--- config.mk ---
export PLATFORM = sky130hd
export DESIGN_NAME = slot_wallet
export DESIGN_NICKNAME = d
export VERILOG_FILES = /design/src/rtl/slot_wallet.sv
export SDC_FILE = /design/constraint.sdc
export NUM_CORES = 1
export LEC_CHECK = 0
export ABC_CLOCK_PERIOD_IN_PS = 4300
export CORE_MARGIN = 2
export CORE_UTILIZATION = 45
export CTS_CLUSTER_SIZE = 8
export DETAILED_ROUTE_END_ITERATION = 12
export HOLD_SLACK_MARGIN = 0.1
export PLACE_DENSITY = 0.67
export SETUP_SLACK_MARGIN = 0.1
export SYNTH_ARGS = -nofsm -noshare
export SYNTH_HDL_FRONTEND = slang
export SYNTH_SLANG_ARGS = --single-unit
export TNS_END_PERCENT = 100
--- constraint.sdc ---
create_clock -name clk -period 4.3 [get_ports clk]
set_clock_uncertainty 0.05 [all_clocks]
set_input_delay 1.075 -clock clk [delete_from_list [all_inputs] [get_ports clk]]
set_output_delay 1.075 -clock clk [all_outputs]
set_load 0.01 [all_outputs]
--- src/rtl/slot_wallet.sv ---
// Credit/bet controller for the slot machine.
// Holds credit and bet, escrows the bet per spin and settles on the reel result.
module slot_wallet #(
    parameter int WIDTH        = 4,
    parameter int MULT_W       = 2,
    parameter int START_CREDIT = 5,
    parameter int MAX_CREDIT   = 9,
    parameter int MAX_BET      = 9,
    parameter int COIN_VALUE   = 1,
    parameter int TIMEOUT      = 255
) (
    input  logic              clk,
    input  logic              rst_n,
    input  logic              bet_up,
    input  logic              bet_dn,
    input  logic              bet_max,
    input  logic              coin,
    input  logic              spin_btn,
    input  logic              result_valid,
    input  logic [MULT_W-1:0] result_mult,
    output logic [WIDTH-1:0]  credit,
    output logic [WIDTH-1:0]  bet,
    output logic [WIDTH-1:0]  last_win,
    output logic              spin_start,
    output logic              spinning,
    output logic              game_over,
    output logic              timeout_err
);

    localparam int PW = WIDTH + MULT_W;
    localparam int CW = $clog2(TIMEOUT + 1);
    localparam logic [WIDTH-1:0] MAXB = WIDTH'(MAX_BET);
    localparam logic [PW:0] MAXW = (PW + 1)'(MAX_CREDIT);
    localparam logic [PW:0] COINW = (PW + 1)'(COIN_VALUE);
    localparam logic [CW-1:0] TLAST = CW'(TIMEOUT - 1);

    typedef enum logic [1:0] {IDLE, SPIN, SETTLE} state_t;

    state_t state, state_nx;
    logic [4:0] btn, btn_q, rise;
    logic [WIDTH-1:0] credit_nx, bet_nx, last_win_nx, bet_cap, base;
    logic [MULT_W-1:0] mult_q, mult_nx;
    logic [CW-1:0] cnt, cnt_nx;
    logic [PW-1:0] win;
    logic spin_start_nx, timeout_nx, game_over_nx;

    function automatic logic [PW:0] ext(input logic [WIDTH-1:0] v);
        return {{(MULT_W + 1){1'b0}}, v};
    endfunction

    function automatic logic [WIDTH-1:0] sat(input logic [PW:0] v);
        return (v > MAXW) ? MAXW[WIDTH-1:0] : v[WIDTH-1:0];
    endfunction

    assign btn  = {coin, spin_btn, bet_max, bet_dn, bet_up};
    assign rise = btn & ~btn_q;
    assign spinning = (state != IDLE);

    always_comb begin
        state_nx      = state;
        credit_nx     = credit;
        bet_nx        = bet;
        last_win_nx   = last_win;
        mult_nx       = mult_q;
        cnt_nx        = cnt;
        spin_start_nx = 1'b0;
        timeout_nx    = 1'b0;
        base          = credit;
        bet_cap       = (MAXB < credit) ? MAXB : credit;
        win           = {{MULT_W{1'b0}}, bet} * {{WIDTH{1'b0}}, mult_q};
        unique case (state)
            IDLE: begin
                if (rise[3] && bet != '0) begin
                    base          = credit - bet;
                    state_nx      = SPIN;
                    spin_start_nx = 1'b1;
                    cnt_nx        = '0;
                end else if (rise[2]) begin
                    bet_nx = bet_cap;
                end else if (rise[0] && !rise[1]) begin
                    if (bet < bet_cap) bet_nx = bet + 1'b1;
                end else if (rise[1] && !rise[0]) begin
                    if (bet != '0) bet_nx = bet - 1'b1;
                end
                // coin lands after the bet action, on post-escrow credit
                credit_nx = rise[4] ? sat(ext(base) + COINW) : base;
            end
            SPIN: begin
                if (result_valid) begin
                    mult_nx  = result_mult;
                    state_nx = SETTLE;
                end else if (cnt == TLAST) begin
                    credit_nx  = sat(ext(credit) + ext(bet));
                    timeout_nx = 1'b1;
                    state_nx   = IDLE;
                end else begin
                    cnt_nx = cnt + 1'b1;
                end
            end
            SETTLE: begin
                credit_nx   = sat(ext(credit) + {1'b0, win});
                last_win_nx = sat({1'b0, win});
                bet_nx      = (bet < credit_nx) ? bet : credit_nx;
                state_nx    = IDLE;
            end
            default: state_nx = IDLE;
        endcase
        game_over_nx = (state == IDLE) && (credit == '0) && (bet == '0);
    end

    always_ff @(posedge clk or negedge rst_n) begin
        if (!rst_n) begin
            state       <= IDLE;
            credit      <= WIDTH'(START_CREDIT);
            bet         <= '0;
            last_win    <= '0;
            mult_q      <= '0;
            cnt         <= '0;
            btn_q       <= '0;
            spin_start  <= 1'b0;
            timeout_err <= 1'b0;
            game_over   <= 1'b0;
        end else begin
            state       <= state_nx;
            credit      <= credit_nx;
            bet         <= bet_nx;
            last_win    <= last_win_nx;
            mult_q      <= mult_nx;
            cnt         <= cnt_nx;
            btn_q       <= btn;
            spin_start  <= spin_start_nx;
            timeout_err <= timeout_nx;
            game_over   <= game_over_nx;
        end
    end

endmodule

==> out/qor.txt <==
Routed wire length - 6550 um
Final worst setup slack - 0.260 ns
Synth Area per Inst - 9.18 um^2
Cells after Synth - 289
Nature of the critical path startpoint - flip-flop
Seq/Total Area, Yosys - 30.3%
Worst Path Arrival - 4.17 ns
Post-synth top cells - dfrtp_1 (30), ha_1 (30), nor2_1 (28)
Synth Area in Adders - 17.9%
Top delay family on crit path - adder cells
Dpl hpwl - 4780 um
Die Y - 80.8 um
Peak per-stage delay on the critical path - 0.41 ns
R2R setup slack - 0.26 ns
Critical path's most frequent cell - a211oi_2
Post-synth cell types - 60
CP Class - reg2reg
# DRC - 0
R2r endpoint - bet[3]
Largest net degree at the start of global routing - 21
DR vias - 2252
Pre-CTS setup slack - 0.00394 ns
Max-cap violations - 0
Compound-Gate Fraction of Synth Area - 20.0%
CTS root buffer - clkbuf_8
YS warnings - 0
Peak Freq - 0.248 GHz
# diodes - 0
Combinational family with the most area after synthesis - simple AND/OR/NAND/NOR gates
Share of layout cells above drive strength 1 - 16.4%
Fin nets - 373
Final count of pins violating max slew - 0
Antenna violations before repair - 0
Slew Limit Headroom - 33.3%
Status - finished, final reports clean
Unrepaired setup endpoints after global routing - false
Worst-Margin Slew - 0.998 ns
Setup TNS Final - 0 ns
Clock-pin slew on the worst setup and hold paths - 0.07 ns
Post-synth EDFFs - 0
Post-layout minimum cycle time - 4.04 ns
Most used DFF post-synth - dfrtp_1
First-pass GRT wire length - 10900 um
Share of Yosys cell area claimed by the top area cell type - 28.3%
CTS Buffer Depth - 2
Post-Syn Area - 0.00265 mm^2
Overflow after GRT - 0
Gr usage total - 22.1%
Final Hold Viols - 0
Area growth from synthesis to layout - 21.5%
Syn Nets - 334
CTS Hold Bufs - 0
Worst skew pair latency - 0.29 ns
Final setup vio count - 0
Hold_sp - last_win[1]
Crit path capture type - flip-flop
Mux cell area share after synthesis - 5.38%
Top cells by area, synth - dfrtp_1 (28%), ha_1 (14%), nor2_1 (4.0%)
CTS tree - built
R2R depth - 17
Hold Path Stages - 1
I/O pin cnt - 26
Gpl congestion - 0.936
Total core area - 0.00561 mm^2
Drt first pass iters - 4
Simple-gate share of the synthesized area - 20.1%
Vias in the first global route - 2214
Cell Chain, Critical Path - and2_2, ha_2, fa_2, xor2_2, ha_1, and3_1, a211oi_2, buf_4, a211oi_2, a2bb2oi_2, nor2b_1, ha_1, o21ai_2, a211oi_2, and3_4, a41o_2, mux2_4
Die width - 80.8 um
CP Data Required Time - 4.43 ns
Bufs and invs on worst path - 1
Endpoint, Worst Hold - last_win[1]
Inserted Clock Buffers - 5
Post-route ant nets - 0
Htree depth - 2
Largest area contributor in the netlist - dfrtp_1
Crit path max fanout - 5
Worst Hold Class - reg2reg
FF-to-FF Start - mult_q[1]
Die area - 0.00652 mm^2
Post-synthesis xor/xnor area fraction - 2.97%
Row count - 27
Vias per inst - 5.62
Synth async-reset ratio - 100%
Buffers on Ports - 25
Clk sink count - 32
First DRT Iteration DRCs - 107
Crit-path slowest cell - dfrtp_1
Drt wl/cell - 16.3 um
Final Cycle Share - 94.0%
#FFs+latches synth - 32
Starting Density - 47.3%
[what timing repair did]
item                                    CTS  global route
setup buffers                             2             3
pin swaps                                 2             7
resized for setup                         2             6
endpoints found under the setup margin    1             3
[registers in the layout (all words and copies together) (netlist names)]
signal,count
bet,4
btn_q,5
cnt,8
credit,4
game_over,1
last_win,4
mult_q,2
spin_start,1
state,2
timeout_err,1
[worst max path at each step]
stage,start,end,cells after the start
global placement,bet[0],bet[3],17
floorplan,bet[0],bet[3],17
CTS,bet[0],bet[3],17
detailed placement,bet[0],bet[3],17
finish,mult_q[1],bet[3],17
global route,mult_q[1],bet[3],18
[cells in the final DEF, fill, tap and decap left out, types with 4 or more instances in the layout]
| cell type | synthesis | final |
|---|---|---|
| a211oi_1 | 6 | 4 |
| fa_1 | 5 | 4 |
| mux2i_1 | 8 | 8 |
| a22o_1 | 4 | 4 |
| a31oi_1 | 6 | 6 |
| xnor2_1 | 5 | 5 |
| ha_1 | 30 | 29 |
| a21oi_1 | 16 | 16 |
| o21ai_0 | 15 | 14 |
| inv_1 | 16 | 16 |
| nor3_1 | 6 | 6 |
| dfrtp_1 | 30 | 29 |
| nor2b_1 | 7 | 7 |
| clkdlybuf4s50_1 | 0 | 25 |
| nand2b_1 | 5 | 5 |
| and2_1 | 5 | 5 |
| nand3_1 | 7 | 7 |
| clkbuf_8 | 0 | 7 |
| nor2_1 | 28 | 27 |
| buf_4 | 0 | 12 |
| nand2_1 | 27 | 27 |
[final cells by class]
class / count / area, um^2
inverters: 16 / 60.1
multi-input cells: 236 / 1800
well taps: 72 / 90.1
clock buffers: 7 / 96.3
clock inverters: 1 / 30.0
fillers: 534 / 2380
flip-flops and latches: 32 / 805
repair buffers: 37 / 340
[per-stage QoR]
stage	utilization, %	hold slack (ns)	std cells	instance area (um^2)
after CTS	56.7	0.466	398	3180
after global routing	57.5	0.497	401	3220
after floorplan	-	0.442	289	2660
after global placement	54.0	0.445	388	3030
final	57.5	0.459	401	3220
after detailed placement	54.0	0.449	388	3030
[logic make-up (layout without fill, tap and decap cells)]
kind of cell | Yosys count | count (layout)
and+or+nand+nor | 105 | 105
AOI/OAI and AO/OA | 74 | 74
adders and majority gates | 35 | 35
DFF | 32 | 32
buffers and inverters | 21 | 61
muxes | 13 | 13
xor gates and xnor gates | 9 | 9
[worst register-to-register path, stage by stage (launching register included)]
cell and delay (ns):
dfrtp_1 0.41, and2_2 0.19, ha_2 0.20, fa_2 0.39
xor2_2 0.17, ha_1 0.32, and3_1 0.20, a211oi_2 0.18
buf_4 0.15, a211oi_2 0.03, a2bb2oi_2 0.24, nor2b_1 0.11
ha_1 0.32, o21ai_2 0.07, a211oi_2 0.22, and3_4 0.23
a41o_2 0.14, mux2_4 0.30
[routing by layer]
| metal | wire length [um] | global-route usage (%) |
|---|---|---|
| met1 | 3110 | 30.0 |
| met2 | 3060 | 36.4 |
| met3 | 319 | 3.78 |
| met4 | 67 | 6.10 |
| met5 | 0 | 0 |
Power is left out: the tool's default activity adds up to more than one toggle a clock period on the data nets, which glitch-free logic cannot reach.
